[src/rtl/dsp_pkg.sv]
// Shared constants, opmode codes and FSM state encoding for the DSP48 MAC sequencer.
// Optional feature macro: DSP_MAC_BIAS_EN (selects the C-bias first-tap opmode).
package dsp_pkg;

   localparam int DATA_W = 18;
   localparam int COEF_W = 18;
   localparam int PROD_W = DATA_W + COEF_W;
   localparam int ACC_W  = 48;
   localparam int OPM_W  = 8;

   // Slice OPMODE: [1:0] X mux, [3:2] Z mux; upper nibble stays zero (no pre-adder, add, CIN=0).
   localparam logic [OPM_W-1:0] OP_FIRST      = 8'h01;
   localparam logic [OPM_W-1:0] OP_FIRST_BIAS = 8'h0D;
   localparam logic [OPM_W-1:0] OP_ACC        = 8'h09;
   localparam logic [OPM_W-1:0] OP_HOLD       = 8'h08;

   typedef enum logic [1:0] {
      IDLE  = 2'd0,
      RUN   = 2'd1,
      DRAIN = 2'd2,
      HOLD  = 2'd3
   } state_e;

   function automatic logic [OPM_W-1:0] first_opmode(input logic bias);
      return bias ? OP_FIRST_BIAS : OP_FIRST;
   endfunction

endpackage

[src/rtl/dsp_mac_sequencer_if.sv]
// Operand and result valid/ready streams of the MAC sequencer.
// slave: sequencer side; master: producer/consumer side.
interface dsp_mac_sequencer_if;
   import dsp_pkg::*;

   logic              s_valid;
   logic              s_ready;
   logic [DATA_W-1:0] s_a;
   logic [COEF_W-1:0] s_b;

   logic              m_valid;
   logic              m_ready;
   logic [ACC_W-1:0]  m_data;

   modport slave (
      input  s_valid, s_a, s_b, m_ready,
      output s_ready, m_valid, m_data
   );

   modport master (
      output s_valid, s_a, s_b, m_ready,
      input  s_ready, m_valid, m_data
   );

endinterface

[src/rtl/dsp_mac_delay.sv]
// Opmode shift line of parameterised depth; every stage resets to OP_HOLD so the
// slice sees only hold codes while the sequencer is in reset.
module dsp_mac_delay
   import dsp_pkg::*;
#(
   parameter int DEPTH = 1
) (
   input  logic             clk,
   input  logic             rst_n,
   input  logic [OPM_W-1:0] i_op,
   output logic [OPM_W-1:0] o_op
);

   generate
      if (DEPTH == 0) begin : g_bypass
         assign o_op = i_op;
      end else begin : g_line
         logic [OPM_W-1:0] r_line [DEPTH];

         always_ff @(posedge clk or negedge rst_n) begin
            if (!rst_n) begin
               for (int i = 0; i < DEPTH; i++) r_line[i] <= OP_HOLD;
            end else begin
               r_line[0] <= i_op;
               for (int i = 1; i < DEPTH; i++) r_line[i] <= r_line[i-1];
            end
         end

         assign o_op = r_line[DEPTH-1];
      end
   endgenerate

endmodule

[src/rtl/dsp_mac_sequencer.sv]
// Frame MAC controller feeding a DSP48 slice (A/B/OPMODE) and capturing its P output.
// Define DSP_MAC_BIAS_EN to add cfg_bias_en (first tap adds the slice C input).
module dsp_mac_sequencer
   import dsp_pkg::*;
#(
   parameter int LEN_W      = 8,
   parameter int OPMODE_LAG = 1,
   parameter int P_LAT      = 3
) (
   input  logic               clk,
   input  logic               rst_n,
   input  logic [LEN_W-1:0]   cfg_len,
`ifdef DSP_MAC_BIAS_EN
   input  logic               cfg_bias_en,
`endif
   dsp_mac_sequencer_if.slave bus,
   output logic [DATA_W-1:0]  dsp_a,
   output logic [COEF_W-1:0]  dsp_b,
   output logic [OPM_W-1:0]   dsp_opmode,
   input  logic [ACC_W-1:0]   dsp_p,
   output logic               busy
);

   localparam logic [1:0] S_IDLE  = IDLE;
   localparam logic [1:0] S_RUN   = RUN;
   localparam logic [1:0] S_DRAIN = DRAIN;
   localparam logic [1:0] S_HOLD  = HOLD;

   localparam int DCNT_W = (P_LAT < 1) ? 1 : $clog2(P_LAT + 1);

   logic [1:0]        r_state;
   logic              r_live;
   logic [LEN_W-1:0]  r_len;
   logic [LEN_W-1:0]  r_cnt;
   logic [DCNT_W-1:0] r_dcnt;
   logic              r_m_valid;
   logic [ACC_W-1:0]  r_m_data;

   logic [DATA_W-1:0] r_a_p0;
   logic [COEF_W-1:0] r_b_p0;
   logic [OPM_W-1:0]  r_op_p0;
   logic              r_vld_p0;

   logic              w_ready;
   logic              w_accept;
   logic              w_bias;
   logic [LEN_W-1:0]  w_len_eff;
   logic [OPM_W-1:0]  w_op_issue;

`ifdef DSP_MAC_BIAS_EN
   assign w_bias = cfg_bias_en;
`else
   assign w_bias = 1'b0;
`endif

   // r_live keeps s_ready low for the cycle after reset release as well as during reset.
   assign w_ready   = r_live && ((r_state == S_IDLE) || (r_state == S_RUN));
   assign w_accept  = bus.s_valid && w_ready;
   assign w_len_eff = (cfg_len == '0) ? LEN_W'(1) : cfg_len;

   always_comb begin
      w_op_issue = OP_HOLD;
      if (w_accept) begin
         w_op_issue = (r_state == S_IDLE) ? first_opmode(w_bias) : OP_ACC;
      end
   end

   // ---- issue stage p0: operands and opmode for the slot seen by the slice next cycle
   always_ff @(posedge clk or negedge rst_n) begin
      if (!rst_n) begin
         r_a_p0   <= '0;
         r_b_p0   <= '0;
         r_op_p0  <= OP_HOLD;
         r_vld_p0 <= 1'b0;
      end else begin
         r_a_p0   <= w_accept ? bus.s_a : '0;
         r_b_p0   <= w_accept ? bus.s_b : '0;
         r_op_p0  <= w_op_issue;
         r_vld_p0 <= w_accept;
      end
   end

   // ---- frame control: tap counting, drain timing, result hold
   always_ff @(posedge clk or negedge rst_n) begin
      if (!rst_n) begin
         r_state   <= S_IDLE;
         r_live    <= 1'b0;
         r_len     <= '0;
         r_cnt     <= '0;
         r_dcnt    <= '0;
         r_m_valid <= 1'b0;
         r_m_data  <= '0;
      end else begin
         r_live <= 1'b1;
         case (r_state)
            S_IDLE: begin
               if (w_accept) begin
                  r_len  <= w_len_eff;
                  r_cnt  <= LEN_W'(1);
                  r_dcnt <= '0;
                  r_state <= (w_len_eff == LEN_W'(1)) ? S_DRAIN : S_RUN;
               end
            end
            S_RUN: begin
               if (w_accept) begin
                  if (r_cnt == r_len - LEN_W'(1)) begin
                     r_dcnt  <= '0;
                     r_state <= S_DRAIN;
                  end else begin
                     r_cnt <= r_cnt + LEN_W'(1);
                  end
               end
            end
            S_DRAIN: begin
               // The last tap's sum first appears on P P_LAT cycles after its issue cycle.
               if (r_dcnt == DCNT_W'(P_LAT)) begin
                  r_m_data  <= dsp_p;
                  r_m_valid <= 1'b1;
                  r_state   <= S_HOLD;
               end else begin
                  r_dcnt <= r_dcnt + DCNT_W'(1);
               end
            end
            S_HOLD: begin
               if (r_m_valid && bus.m_ready) begin
                  r_m_valid <= 1'b0;
                  r_state   <= S_IDLE;
               end
            end
            default: r_state <= S_IDLE;
         endcase
      end
   end

   // ---- opmode stage p1..pN: align the code with the slice's OPMODE register
   dsp_mac_delay #(
      .DEPTH (OPMODE_LAG)
   ) u_opm_delay (
      .clk   (clk),
      .rst_n (rst_n),
      .i_op  (r_op_p0),
      .o_op  (dsp_opmode)
   );

   assign dsp_a       = r_a_p0;
   assign dsp_b       = r_b_p0;
   assign bus.s_ready = w_ready;
   assign bus.m_valid = r_m_valid;
   assign bus.m_data  = r_m_data;
   assign busy        = (r_state != S_IDLE);

   // r_vld_p0 marks real taps in the issue stage; kept for slot tracing alongside data.
   logic w_vld_unused;
   assign w_vld_unused = r_vld_p0;

endmodule

[src/flat_wrapper.sv]
// flat-port wrapper written by rule: the top's interface ports become plain ports
module dsp_mac_sequencer_flat import dsp_pkg::*;
#(
   parameter int LEN_W      = 8,
   parameter int OPMODE_LAG = 1,
   parameter int P_LAT      = 3
)
  (clk, rst_n, cfg_len, dsp_a, dsp_b, dsp_opmode, dsp_p, busy, bus_s_valid, bus_s_a, bus_s_b, bus_m_ready, bus_s_ready, bus_m_valid, bus_m_data);
  dsp_mac_sequencer_if bus_i ();
  input  logic clk;
  input  logic rst_n;
  input  logic [LEN_W-1:0] cfg_len;
  output logic [DATA_W-1:0] dsp_a;
  output logic [COEF_W-1:0] dsp_b;
  output logic [OPM_W-1:0] dsp_opmode;
  input  logic [ACC_W-1:0] dsp_p;
  output logic busy;
  input wire logic [$bits(bus_i.s_valid)-1:0] bus_s_valid;
  input wire logic [$bits(bus_i.s_a)-1:0] bus_s_a;
  input wire logic [$bits(bus_i.s_b)-1:0] bus_s_b;
  input wire logic [$bits(bus_i.m_ready)-1:0] bus_m_ready;
  output wire logic [$bits(bus_i.s_ready)-1:0] bus_s_ready;
  output wire logic [$bits(bus_i.m_valid)-1:0] bus_m_valid;
  output wire logic [$bits(bus_i.m_data)-1:0] bus_m_data;
  assign bus_i.s_valid = bus_s_valid;
  assign bus_i.s_a = bus_s_a;
  assign bus_i.s_b = bus_s_b;
  assign bus_i.m_ready = bus_m_ready;
  assign bus_s_ready = bus_i.s_ready;
  assign bus_m_valid = bus_i.m_valid;
  assign bus_m_data = bus_i.m_data;
  dsp_mac_sequencer #(.LEN_W(LEN_W), .OPMODE_LAG(OPMODE_LAG), .P_LAT(P_LAT)) u_core (.clk(clk), .rst_n(rst_n), .cfg_len(cfg_len), .bus(bus_i), .dsp_a(dsp_a), .dsp_b(dsp_b), .dsp_opmode(dsp_opmode), .dsp_p(dsp_p), .busy(busy));
endmodule
[config.mk]
export PLATFORM = sky130hd
export DESIGN_NAME = dsp_mac_sequencer_flat
export DESIGN_NICKNAME = d
export VERILOG_FILES = /design/src/rtl/dsp_pkg.sv /design/src/rtl/dsp_mac_sequencer_if.sv /design/src/rtl/dsp_mac_delay.sv /design/src/rtl/dsp_mac_sequencer.sv /design/src/flat_wrapper.sv
export SDC_FILE = /design/constraint.sdc
export NUM_CORES = 1
export LEC_CHECK = 0
export ABC_AREA = 1
export CORE_MARGIN = 1
export CORE_UTILIZATION = 38
export DETAILED_ROUTE_END_ITERATION = 16
export PLACE_DENSITY = 0.87
export RECOVER_POWER = 25
export SLEW_MARGIN = 20
export SYNTH_ARGS = -nofsm -noshare
export SYNTH_HDL_FRONTEND = slang
export SYNTH_SLANG_ARGS = --single-unit
[constraint.sdc]
create_clock -name clk -period 1.59 [get_ports clk]
set_input_delay 0.2385 -clock clk [delete_from_list [all_inputs] [get_ports clk]]
set_output_delay 0.2385 -clock clk [all_outputs]
set_load 0.03 [all_outputs]
# After elaboration in Yosys (flattened, before gate mapping)
# Index checks and enable logic that the tools add are counted.
# classes
add_sub_neg	3
eq_ne	13
n_mux	24
reduce_logical	16
# op_table
cell	n
18-bit two-way mux	2
8-bit two-way mux	4
2-bit two-way mux	10
8-bit one-hot mux with 2 select lines	1
5-bit AND reduction	2
8-bit by 1-bit adder with 8-bit output, second input constant	1
8-bit by 1-bit equality test with 1-bit output, second input constant	1
8-bit equality test	1
8-bit zero test	1
4-bit two-way mux	2
2-bit by 1-bit != test with 1-bit output, second input constant	4
2-bit one-hot mux with 4 select lines	1
8-bit by 1-bit subtractor with 8-bit output, second input constant	1
2-bit equality test, second input constant	3
2-bit != test, second input constant	3
2-bit one-hot mux with 3 select lines	1
2-bit nonzero test	3
2-bit AND reduction	2
4-bit AND reduction	1
1-bit logical AND	3
3-bit AND reduction	1
3-bit nonzero test	1
2-bit by 1-bit adder with 2-bit output, second input constant	1
2-bit by 1-bit equality test with 1-bit output, second input constant	1
4 further kinds	5
# word_totals
ff_bits	122
wordCells	67

# Logic depth before layout (Yosys ltp)
# Gate-level depths: netlist of run 1.
# depth
depth_word	6
depth_mapped	15

# Cells and area by module
# From an unflattened synthesis of run 1, not the netlist that was laid out.
# unflattened
hier_cells	544
area_unflattened_um2	4748.3
# by_module_without_submodules
mod	instances	cells_per_inst	area_each_um2	seq_area_each_um2
dsp_mac_sequencer	1	536	4546.9	2703.8
dsp_mac_delay	1	8	201.4	201.4

# Least setup slack after synthesis of run 1
# OpenSTA, ideal clock, no wires.
# synth_path
kind	reg2reg
from	reg u_core.r_state[1]
to	reg u_core.r_len[0]
setup_time_ns	0.129
t_arrival_ns	1.796
required_ns	1.461
setup_slack_ns	-0.335
stages_incl_launch_ff	10
n_path_buf	2
synth_period_minus_slack_ns	1.925
path_cell_list	dfrtp_1 -> inv_1 -> ha_1 -> nor2_2 -> nor2_2 -> nand2_1 -> buf_4 -> nor2_8 -> buf_6 -> o21ai_0
# synth_via
elab_chain_len	5
elab_cells_between_ends	6
cone_classes	eq/ne (1); reduce/logical (5)
# synth_rtl
item	line	rtl
start: declaration	dsp_mac_sequencer.sv:31	logic [1:0] r_state;
start signal: assignment	dsp_mac_sequencer.sv:101	r_state <= (w_len_eff == LEN_W'(1)) ? S_DRAIN : S_RUN;
2-bit by 1-bit equality test with 1-bit output or 2-bit zero test (tied branches)	dsp_mac_sequencer.sv:57	assign w_ready = r_live && ((r_state == S_IDLE) || (r_state == S_RUN));
1-bit logical OR *	dsp_mac_sequencer.sv:57	
1-bit logical AND *	dsp_mac_sequencer.sv:57	
named net bus_s_ready	flat_wrapper.sv:22	output wire logic [$bits(bus_i.s_ready)-1:0] bus_s_ready;
1-bit logical AND *	dsp_mac_sequencer.sv:58	assign w_accept = bus.s_valid && w_ready;
2-bit AND reduction (no line) *	--	
end signal: assignment	dsp_mac_sequencer.sv:98	r_len <= w_len_eff;
end: declaration	dsp_mac_sequencer.sv:33	logic [LEN_W-1:0] r_len;
# Mark *: on every way through the listed nets, which the timed path passes. The rest lies on a longest branch.
# A chain may end at the register's enable or synchronous reset.

# Worst setup path after layout of run 1
# layout_path
from	reg u_core.r_len[1]
to	reg u_core.r_state[0]
# layout_via
elab_chain_len	4
# layout_rtl
item	line	rtl
8-bit by 1-bit subtractor with 8-bit output	dsp_mac_sequencer.sv:106	if (r_cnt == r_len - LEN_W'(1)) begin
8-bit equality test	dsp_mac_sequencer.sv:106	
2-bit != test (no line)	--	
5-bit AND reduction (no line)	--	
# Every way passes these cells.

==> flow_summary.json, run 1 <==
{
  "status": "finished, violations left",
  "violations": "setup timing",
  "wirelength_um": 12060,
  "dr.pass1.iters": 4,
  "n_antenna_cell": 0,
  "gr-usage-all-layers": 0.1986,
  "synth_xor_area_frac": 0.01495,
  "fin_skew_ns": 0.007702,
  "cp_max_fo": 6,
  "num_rows": 40,
  "critical_path.top_delay_family": "simple AND/OR/NAND/NOR gates",
  "p_clk_frac": 0.238,
  "arrival_ns": 2.10,
  "die_w_um": 113.1,
  "crit_cells": 15,
  "cts-buffers-inserted": 9,
  "first_global_vias": 4210,
  "start_util": 0.3902,
  "synth_mux_area_frac": 0,
  "worstPathRequired_ns": 1.83,
  "path_cells": "inv_2 -> ha_4 -> inv_2 -> nand2_2 -> nand2_2 -> nor2_2 -> nand2_1 -> nor2_2 -> nand2_2 -> nor2_4 -> nand2_4 -> nand2_4 -> nand2_2 -> nand2_1 -> nand2_1",
  "power.internal_mw": 5.609,
  "grt_max_degree": 62,
  "worst_setup_path_end_kind": "flop",
  "clock-sinks": 110,
  "tightest_slew_ns": 0.7788,
  "core_um2": 12010,
  "synth_area_per_cell_um2": 8.616,
  "hold_class": "in -> async",
  "min_period_over_period": 1.173,
  "switching_share": 0.3708,
  "fmax_mhz": 536.1,
  "setup_ws_ns": -0.2754,
  "htree_levels": 3,
  "grt_pass1_wl_um": 19970,
  "synth_cell_types": 31,
  "min_period_ns": 1.865,
  "dieArea_um2": 12780,
  "regToRegSetupSlack_ns": -0.28,
  "r2r-end": "u_core.r_state[0]",
  "synth-compound-area-share": 0.01495,
  "p_comb_frac": 0.378,
  "drc": 0,
  "place.gp.congestion": 0.8033,
  "via_per_inst": 4.543,
  "hpwl_um": 8411,
  "yosys_register_bits": 110,
  "yosys_warnings": 0,
  "reg2reg_depth": 15,
  "yosysMostFrequentCell": "nand2_1",
  "max_cap_viol_count": 0,
  "r2r_start": "u_core.r_len[1]",
  "async_reset_ff_frac": 1.000,
  "post-place-ws_ns": -0.1901,
  "rsz0062_at_grt": "yes",
  "antenna_found_initial": 0,
  "ant_nets": 0,
  "yosys.area.top_type": "dfrtp_1",
  "synth_common_cells": "nand2_1 (217), dfrtp_1 (108), inv_1 (61)",
  "root_buffer": "clkbuf_16",
  "synth-edff-count": 0,
  "synth_area_leaders": "dfrtp_1 (58%), nand2_1 (17%), inv_1 (4.9%)",
  "cp_common_cell": "nand2_2",
  "yosysSeqAreaShare": 0.5878,
  "endpoint": "u_core.r_state[0]",
  "synth_top_family_by_area": "simple AND/OR/NAND/NOR gates",
  "synth-simple-area-share": 0.2827,
  "p_leak_nw": 3.553,
  "grt_overflow_total": 0,
  "finalHoldViolations": 0,
  "cts_buffer_depth": 2,
  "io-pin-count": 191,
  "startpoint_type": "flop",
  "max-vdd-ir-drop_v": 0.0007027,
  "slowest_delay_ns": 0.37,
  "maxSlewHeadroom": 0.4808,
  "syn-cell-area_um2": 4687,
  "sequentialPowerShare": 0.384,
  "wl_per_cell_um": 13.43,
  "synth_cells": 544,
  "slowest_stage": "dfrtp_1",
  "final_cells": 898,
  "yosys.area.top_type_share": 0.5766,
  "critical_path_buf_inv_count": 2,
  "synthAdderAreaFrac": 0.02136,
  "placedCellCount": 874,
  "finalMaxSlewViolations": 0,
  "portBuffers": 184,
  "setup_viol": 16,
  "clk_latency_ns": 0.35,
  "first_iter_violations": 145,
  "powerDensity_nw_per_um2": 1247,
  "die_h_um": 113.1,
  "clk_pin_slew_worst_paths_ns": 0.08,
  "crit_type": "reg -> reg",
  "p_switching_mw": 3.305,
  "drive_gt1_frac": 0.1172,
  "final_nets": 851,
  "vias": 4080,
  "cts_tree": "done",
  "area_growth_pct": 52.54,
  "synth_ff_type": "dfrtp_1",
  "startpoint": "u_core.r_len[1]"
}
how the worst min path moves through the flow:
| stage | start | to | depth (start not counted) | slack (ns) |
|---|---|---|---|---|
| 2_1_floorplan | rst_n | u_core.bus.m_data[0] | 0 | -0.06 |
| 3_3_place_gp | rst_n | u_core.r_len[5] | 1 | 0.05 |
| 3_5_place_dp | rst_n | u_core.r_len[5] | 1 | 0.06 |
| 4_1_cts | rst_n | u_core.r_len[5] | 2 | 0.23 |
| 5_1_grt | rst_n | u_core.r_len[5] | 2 | 0.29 |
| 6_report | rst_n | u_core.r_len[5] | 2 | 0.27 |
kinds of logic after synthesis:
group / Yosys count
fa+ha+maj: 8
flops: 110
simple gates: 317
other cells: 2
buf+inv: 86
xor+xnor: 8
compound gates: 13
flip-flops by register name, summed over array words and instances (netlist names), 2 cells and up:
register                 count
u_core.dsp_a                18
u_core.bus.m_data           48
u_core.r_state               2
u_core.r_cnt                 8
u_core.dsp_b                18
u_core.r_len                 8
u_core.u_opm_delay.o_op      2
u_core.r_op_p0               2
u_core.r_dcnt                2
cell usage in the layout, fill, tap and decap left out, types with 7 or more instances in the layout:
cell             instances
dfrtp_1                108
clkbuf_16                9
o21ai_0                  9
nand3_1                 20
buf_4                   15
inv_1                   55
nand2_1                205
nand2_2                 15
nor2_1                  53
conb_1                   7
clkdlybuf4s50_1         95
inv_2                    8
dlygate4sd2_1           84
power groups by stage:
stage | logic, mW | registers, mW | clock network, mW
after floorplan | 1.58 | 3.82 | 0
after global placement | 3.00 | 3.46 | 0
final | 3.37 | 3.42 | 2.12
after CTS | 3.22 | 3.42 | 2.18
after global routing | 3.72 | 3.47 | 2.30
after detailed placement | 3.11 | 3.47 | 0
metrics by stage:
stage,area [µm²],hold WS [ns],setup TNS [ns],utilization,total power [mW]
floorplan,4742,-0.05709,-0.5024,-,5.401
global placement,6808,0.05375,-0.6870,0.5668,6.463
detailed placement,6808,0.05512,-2.652,0.5668,6.580
CTS,7129,0.2315,-1.958,0.5935,8.823
global route,7149,0.2890,-7.061,0.5952,9.489
finish,7149,0.2689,-2.976,0.5952,8.915
final cells by class:
type                            count  area, µm²
Clock inverter                      6      50.05
Multi-Input combinational cell    353       1692
Sequential cell                   110       2755
Fill cell                        1028       4862
Timing Repair Buffer              209       2001
Tap cell                          147      183.9
Clock buffer                        9      225.2
Inverter                           64      242.7
layer usage:
layer  up-vias  share of wire  global-route usage
met5         -              0                   0
li1       2010              -                   -
met2        91           0.55              0.3599
met3        20          0.038             0.04124
met1      1959           0.39              0.2244
met4         0          0.024             0.09035
worst register-to-register path: stages (launching register included):
cell and delay [ns]:
dfrtp_1 0.37, inv_2 0.06, ha_4 0.27, inv_2 0.03
nand2_2 0.05, nand2_2 0.06, nor2_2 0.09, nand2_1 0.06
nor2_2 0.11, nand2_2 0.07, nor2_4 0.17, nand2_4 0.08
nand2_4 0.11, nand2_2 0.06, nand2_1 0.07, nand2_1 0.08
repair_timing:
| action | CTS | global route |
|---|---|---|
| hold endpoints to repair | 110 | 0 |
| setup buffers | 6 | 1 |
| cloned | 1 | 0 |
| setup endpoints to repair | 140 | 76 |
| hold buffers | 1 | 0 |
| pin swaps | 8 | 14 |
| gates resized for setup | 102 | 15 |
Power figures use the tool's default switching activity.
==> run 2, diff against run 1 <==
--- a/config.mk
+++ b/config.mk
@@ -7,9 +7,9 @@
 export LEC_CHECK = 0
 export ABC_AREA = 1
 export CORE_MARGIN = 1
-export CORE_UTILIZATION = 38
+export CORE_UTILIZATION = 39
 export DETAILED_ROUTE_END_ITERATION = 16
-export PLACE_DENSITY = 0.87
+export PLACE_DENSITY = 0.89
 export RECOVER_POWER = 25
 export SLEW_MARGIN = 20
 export SYNTH_ARGS = -nofsm -noshare
==> run 2 against run 1 <==
Compared with the run above: largest cell class unchanged; clock power is essentially flat; die area shrank 2.5%; sequential power is essentially flat; critical path type unchanged; count of clock-buffer cells in the layout grew 2; the flow finishes with violations (DRC, setup timing).
==> flow_summary.json, run 2 (same netlist as run 1, synthesis figures left out) <==
{
  "status": "finished, violations left",
  "violations": "DRC, setup timing",
  "io-pin-count": 191,
  "root_buffer": "clkbuf_16",
  "path_cells": "inv_2 -> ha_4 -> inv_2 -> nand2_2 -> nand2_2 -> nor2_2 -> nand2_1 -> nor2_1 -> nand2_1 -> nor2_4 -> nand2_4 -> nand2_4 -> nand2_2 -> nand2_1 -> nand2_1",
  "slowest_delay_ns": 0.36,
  "gr-usage-all-layers": 0.1949,
  "fillers": 948,
  "core_um2": 11560,
  "clock-sinks": 110,
  "cts-buffers-inserted": 9,
  "crit_type": "reg -> reg",
  "worst_setup_path_end_kind": "flop",
  "die_h_um": 111.6,
  "via_per_inst": 4.536,
  "min_period_over_period": 1.101,
  "largest_reg_flops": 48,
  "drive_gt1_frac": 0.1166,
  "clk_latency_ns": 0.35,
  "finalHoldViolations": 0,
  "wirelength_um": 12240,
  "fin_skew_ns": 0.01086,
  "slowest_stage": "dfrtp_1",
  "wl_per_cell_um": 13.63,
  "dieArea_um2": 12460,
  "layout_common_cells": "nand2_1 (209), dfrtp_1 (107), clkdlybuf4s50_1 (94)",
  "multi_input_area_um2": 1690,
  "first_global_vias": 4005,
  "die_w_um": 111.6,
  "n_antenna_cell": 0,
  "p_leak_nw": 3.591,
  "min_period_ns": 1.750,
  "finalMaxSlewViolations": 0,
  "cp_max_fo": 6,
  "cts_tree": "done",
  "num_rows": 39,
  "drc": 6,
  "hold_class": "reg -> reg",
  "dr.pass1.iters": 10,
  "maxSlewHeadroom": 0.4614,
  "start_util": 0.4053,
  "rsz0062_at_grt": "yes",
  "clk_pin_slew_worst_paths_ns": 0.07,
  "portBuffers": 184,
  "grt_pass1_wl_um": 18980,
  "tns_ns": -1.789,
  "setup_viol": 12,
  "setup_ws_ns": -0.1605,
  "final_nets": 854,
  "max-vdd-ir-drop_v": 0.0007764,
  "regArea_um2": 2756,
  "cp_common_cell": "nand2_1",
  "area_growth_pct": 53.50,
  "max_cap_viol_count": 0,
  "post-place-ws_ns": -0.1509,
  "powerDensity_nw_per_um2": 1244,
  "antenna_found_initial": 0,
  "fmax_mhz": 571.3,
  "final_common_cell": "nand2_1",
  "vias": 4073,
  "hpwl_um": 8198,
  "cts_buffer_depth": 2,
  "ant_nets": 0,
  "tightest_slew_ns": 0.8079,
  "htree_levels": 3,
  "startpoint_type": "flop",
  "first_iter_violations": 153,
  "arrival_ns": 1.99,
  "place.gp.congestion": 0.8265,
  "fin_util": 0.6221,
  "grt_overflow_total": 0,
  "worstPathRequired_ns": 1.83,
  "grt_max_degree": 59
}
==> run 2: cell count changes in the layout (fill, tap and decap cells not counted), sizes merged <==
cell,previous run,this run
clkdlybuf4s50,95,94
dlymetal6s2s,2,3
clkbuf,11,16
clkinvlp,2,1
bufbuf,1,0
nor2,63,64
==> run 2: worst paths after layout <==
| path | slack [ns] | from | cells past startpoint | to |
|---|---|---|---|---|
| worst min-delay path | 0.35 | u_core.r_op_p0[0] | 0 | u_core.u_opm_delay.o_op[0] |
| worst min register to register | 0.35 | u_core.r_op_p0[0] | 0 | u_core.u_opm_delay.o_op[0] |
| worst max register to register | -0.16 | u_core.r_len[0] | 15 | u_core.r_dcnt[1] |
| worst max-delay path | -0.16 | u_core.r_len[0] | 15 | u_core.r_dcnt[1] |
| min in group asynchronous | 0.60 | rst_n | 3 | u_core.dsp_b[14] |
| max in group asynchronous | 0.41 | rst_n | 3 | u_core.bus.m_data[42] |
==> run 2: where the power goes <==
| group | switching (mW) | internal, mW |
|---|---|---|
| Sequential | 0.277 | 3.17 |
| Combinational | 1.98 | 1.38 |
| Clock | 1.03 | 1.11 |
| Total | 3.29 | 5.66 |
==> run 2: metrics by stage <==
step	power, mW	instance area, µm²	hold WS (ns)	cells
detailed placement	6.575	6828	0.2607	870
finish	8.950	7194	0.3484	898
floorplan	5.401	4742	-0.05709	549
global placement	6.497	6828	0.2611	870
CTS	8.768	7077	0.3521	891
global route	9.488	7194	0.3590	898
==> run 2: layout make-up <==
cell class,instances,area share
multi-input combinational,354,0.2350
clock inverter,5,0.004870
inverter,64,0.03513
tap,143,0.02487
sequential,110,0.3831
timing repair buffer,211,0.2833
clock buffer,11,0.03374
==> run 2: critical path: cells and delay by family, from the launching register on <==
family        cells  cell delay (ns)
fa+ha+maj         1             0.27
buf+inv           2             0.10
flops             1             0.36
simple gates     12             0.91
==> run 2: layer usage <==
| metal | vias to the layer above | GRT usage | share of wire |
|---|---|---|---|
| li1 | 2032 | - | - |
| met1 | 1908 | 0.2164 | 0.40 |
| met4 | 0 | 0.1144 | 0.034 |
| met3 | 29 | 0.04083 | 0.041 |
| met5 | - | 0 | 0 |
| met2 | 104 | 0.3449 | 0.53 |
==> run 2: repair_timing <==
item                                   in CTS  in global routing
setup endpoints to repair                 127                 70
buffers inserted                            4                  3
gates resized for setup                    94                 20
pin swaps                                   6                  4
cloned                                      0                  4
hold buffers                                1                  0
endpoints found under the hold margin     108                  0
